<file path="src/rtl/serial_adder_ctrl.sv">
// Bit-serial N-bit adder controller that time-shares one 1-bit full adder, LSB first.
// Define SERIAL_ADDER_SUB_EN to add the `sub` port (two's-complement subtract).

module fullAdder1b (
  input  logic a,
  input  logic b,
  input  logic cin,
  output logic s,
  output logic cout
);
  assign s    = a ^ b ^ cin;
  assign cout = (a & b) | (cin & (a ^ b));
endmodule

module serial_adder_ctrl #(
  parameter int unsigned N = 8
) (
  input  logic         clock,
  input  logic         reset,
  input  logic         start,
  input  logic [N-1:0] A,
  input  logic [N-1:0] B,
  input  logic         Cin,
`ifdef SERIAL_ADDER_SUB_EN
  input  logic         sub,
`endif
  output logic         busy,
  output logic         done,
  output logic [N-1:0] S,
  output logic         Cout
);

  localparam int unsigned CW = $clog2(N);

  typedef enum logic [1:0] {
    IDLE = 2'd0,
    RUN  = 2'd1,
    DONE = 2'd2
  } state_t;

  state_t         r_state;
  state_t         w_next;
  logic [CW-1:0]  r_cnt;
  logic [N-1:0]   r_a_sr;
  logic [N-1:0]   r_b_sr;
  logic [N-1:0]   r_s_sr;
  logic           r_carry;

  logic           w_accept;
  logic           w_last;
  logic           w_sum;
  logic           w_cout;
  logic [N-1:0]   w_b_load;
  logic           w_c_load;

  fullAdder1b u_fa (
    .a    (r_a_sr[0]),
    .b    (r_b_sr[0]),
    .cin  (r_carry),
    .s    (w_sum),
    .cout (w_cout)
  );

  assign w_accept = start && (r_state == IDLE || r_state == DONE);
  assign w_last   = (r_cnt == CW'(N - 1));

`ifdef SERIAL_ADDER_SUB_EN
  // Subtract as A + ~B + 1; Cout=1 then means no borrow.
  assign w_b_load = sub ? ~B : B;
  assign w_c_load = sub ? 1'b1 : Cin;
`else
  assign w_b_load = B;
  assign w_c_load = Cin;
`endif

  always_comb begin
    w_next = r_state;
    unique case (r_state)
      IDLE:    if (start) w_next = RUN;
      RUN:     if (w_last) w_next = DONE;
      DONE:    w_next = start ? RUN : IDLE;
      default: w_next = IDLE;
    endcase
  end

  always_ff @(posedge clock) begin
    if (reset) begin
      r_state <= IDLE;
      r_cnt   <= '0;
      r_a_sr  <= '0;
      r_b_sr  <= '0;
      r_s_sr  <= '0;
      r_carry <= 1'b0;
    end else begin
      r_state <= w_next;
      if (w_accept) begin
        r_a_sr  <= A;
        r_b_sr  <= w_b_load;
        r_carry <= w_c_load;
        r_cnt   <= '0;
      end else if (r_state == RUN) begin
        r_a_sr  <= r_a_sr >> 1;
        r_b_sr  <= r_b_sr >> 1;
        r_s_sr  <= {w_sum, r_s_sr[N-1:1]};
        r_carry <= w_cout;
        r_cnt   <= r_cnt + 1'b1;
      end
    end
  end

  assign busy = (r_state == RUN);
  assign done = (r_state == DONE);
  assign S    = r_s_sr;
  assign Cout = r_carry;

endmodule

</file>
<file path="config.mk">
export PLATFORM = sky130hd
export DESIGN_NAME = serial_adder_ctrl
export DESIGN_NICKNAME = d
export VERILOG_FILES = /design/src/rtl/serial_adder_ctrl.sv
export SDC_FILE = /design/constraint.sdc
export NUM_CORES = 1
export LEC_CHECK = 0
export ABC_AREA = 0
export BUFFER_PORTS_ARGS = -buffer_cell sky130_fd_sc_hd__clkbuf_2
export CAP_MARGIN = 20
export CORE_ASPECT_RATIO = 1.4
export CORE_MARGIN = 1.5
export CORE_UTILIZATION = 35
export CTS_BUF_LIST = sky130_fd_sc_hd__clkbuf_4 sky130_fd_sc_hd__clkbuf_8
export CTS_CLUSTER_SIZE = 16
export DETAILED_ROUTE_END_ITERATION = 10
export SLEW_MARGIN = 30
export SYNTH_ARGS = -nofsm -noshare
export SYNTH_HDL_FRONTEND = slang
export SYNTH_SLANG_ARGS = --single-unit
</file>
<file path="constraint.sdc">
create_clock -name clock -period 3.4 [get_ports clock]
set_input_delay 0.51 -clock clock [delete_from_list [all_inputs] [get_ports clock]]
set_output_delay 0.51 -clock clock [all_outputs]
set_load 0.05 [all_outputs]
</file>
==> impl_metrics.toml <==
[clocking]
cts_max_path_buffers = 2
clkTransAtPathRegs_ns = 0.06
cts-resized-gates = 0
cts_made_buffers = 5
cts_tree = "yes"
htreeDepth = 2
cts_hold_buf = 0
clk_latency_ns = 0.28
cts_sinks = 30
cts_root_buf = "clkbuf_8"
post_cts_buffers = 0

[logic_synthesis]
async_flop_share_pct = 0
synth-edff-count = 0
synth_cell_types = 26
synth.area.top_cells = "dfxtp_1 48%, nand2_1 8.4%, nor3_1 7.2%, a311oi_1 4.2%, a21oi_1 4.0%"
synth-main-ff-cell = "dfxtp_1"
avgSynthCellArea_um2 = 9.07
yosys_warnings = 0
synth.net_count = 161
synth_cells = 138
synth_commonest_cells = "30 x dfxtp_1, 28 x nand2_1, 18 x nor3_1"
seq_area_frac_synth_pct = 48.0
synth.largest_area_cell = "dfxtp_1"
ys_ff_latch = 30
netlist_area_um2 = 1250
yosysMostFrequentCell = "dfxtp_1"
synth_top_area_share_pct = 48.0

[pwr]
p_leak_nw = 0.615
peakVddDrop_v = 0.000295
powerDensity_nw_per_um2 = 558
clkPwrFrac_pct = 40.2
power.switching_w = 0.000206
p_comb_share_pct = 12.8
power.internal_w = 0.000617
swShare_pct = 25.0
p_seq_share_pct = 47.0

[grt]
grt_use_met3_pct = 6.10
antenna_found_initial = 0
grt_max_degree = 31
grt_first_pass_wirelength_mm = 4.30
gr-usage-met1_pct = 16.9
grt_pass1_vias = 1011
grt_remaining_overflow = 0
gr-usage-met2_pct = 23.9
groute.usage.overall_pct = 15.0
top_usage_layer = "met2"

[floorplan]
io_pins = 31
dieArea_um2 = 3950
coreArea_um2 = 3410
die_y_um = 73.7
fp.dieW_um = 53.5
rows = 25
start_util_pct = 36.7

[timing]
timing.hold.ws_ns = 0.467
setup-tns-final_ns = 0
hold_viol_final = 0
slew_headroom_pct = 54.0
setup_violations = 0
fin_crit_sh_pct = 57.5
timing.fmax_mhz = 512
post-route-min-period_ns = 1.95
finalClockSkew_ns = 0.00361
fin_ws_ns = 1.45
slew_violations = 0
rsz0062_at_grt = "false"
worst_slew_pin_slew_ns = 0.691

[route]
routed-via-count = 1050
viasPerCell = 5.10
drt-pass1-iter-count = 4
drc = 0
wl_mm = 2.55
post_drt_wl_per_cell_um = 12.4
drt-initial-drc-count = 32
ant_nets = 0

[layout]
final_cell_area_um2 = 1480
drive_gt1_share_pct = 25.3
fin_nets = 188
antennaDiodeCount = 0
areaGrowthSynthToFinish_pct = 18.0
stdcell_count = 206
fillers = 340

[worst_setup_path]
setup.worst_path.class = "reg2out"
cp_max_fo = 28
arrival_ns = 1.44
start_kind = "flop"
worstPathRequired_ns = 2.89
cp-end-kind = "primary output"

[placement]
pre_cts_ws_ns = 1.72
hpwl_mm = 1.68
placed_area_um2 = 1370
io_buffers = 30
dp_cells = 198
gp_congestion = 0.675

[flow_run]
cap_violations = 0

[outcome]
outcome = "finished, final reports clean"

[hold_path]
hp-class = "reg2reg"
[sequential cells by signal, indices dropped and copies added, names as in the netlist]
register / count
S: 8
r_state: 2
r_a_sr: 8
Cout: 1
r_cnt: 3
r_b_sr: 8
[worst paths after layout]
path	startpoint	endpoint	slack, ns	cells after the start
setup / recovery	r_state[1]$_SDFFE_PP0P_	busy	1.45	4
hold / removal	S[0]$_SDFFE_PP0P_	S[0]$_SDFFE_PP0P_	0.47	2
setup reg to reg	r_state[0]$_SDFFE_PP0P_	r_b_sr[1]$_SDFFE_PP0P_	2.02	3
hold reg to reg	S[0]$_SDFFE_PP0P_	S[0]$_SDFFE_PP0P_	0.47	2
[power by group through the flow]
stage	Sequential [W]	Combinational, W	Clock [W]
after global routing	0.000389	0.000117	0.000357
after detailed placement	0.000394	0.000107	0
final	0.000387	0.000105	0.000331
after floorplan	0.000400	0.0000840	0
after CTS	0.000387	0.000107	0.000342
after global placement	0.000393	0.000104	0
[cells in the final DEF (no fill, tap or decap), drive strengths merged]
master,synthesis,final
mux2i,4,4
nor3b,1,1
buf,8,2
nand3,2,2
ha,2,2
fa,1,1
a21oi,10,10
nor2b,1,1
xnor2,1,1
a22oi,2,2
nor3,19,19
and2b,1,1
or2b,1,1
o22ai,7,7
dfxtp,30,30
clkbuf,4,38
inv,1,1
a311oi,6,6
nor2,7,7
nand2,28,28
nand2b,1,1
o21a,1,1
[per-layer routing]
metal	share of wire, %	vias to the layer above
li1	-	533
met1	44	481
met2	48	32
met3	6.1	4
met4	1.8	0
met5	0	-
[worst max-delay path, stage by stage (launching register included)]
cell and delay (ns):
dfxtp_1 0.31, nand2b_1 0.13, buf_4 0.23, inv_8 0.18, clkbuf_2 0.30
[through the flow]
step           utilization, %  total power, W
3_5_place_dp             40.1        0.000501
2_1_floorplan               -        0.000484
5_1_grt                  43.3        0.000864
4_1_cts                  43.3        0.000836
3_3_place_gp             40.1        0.000497
6_report                 43.3        0.000823
[cells by family after synthesis]
family | share of synthesized area (%)
mux | 3.20
flops | 48.0
xor+xnor | 0.700
simple gates | 22.1
fa+ha+maj | 3.60
buf+inv | 8.90
compound gates | 13.5
[layout make-up]
cell class	instances	area, um^2	share of cell area, %
clock buffers	8	110	7.46
inverters	1	11.3	0.763
multi-input cells	95	539	36.5
flip-flops and latches	30	601	40.7
well taps	40	50.0	3.39
repair buffers	32	165	11.2
No activity file was read; power rests on OpenSTA's default activity.
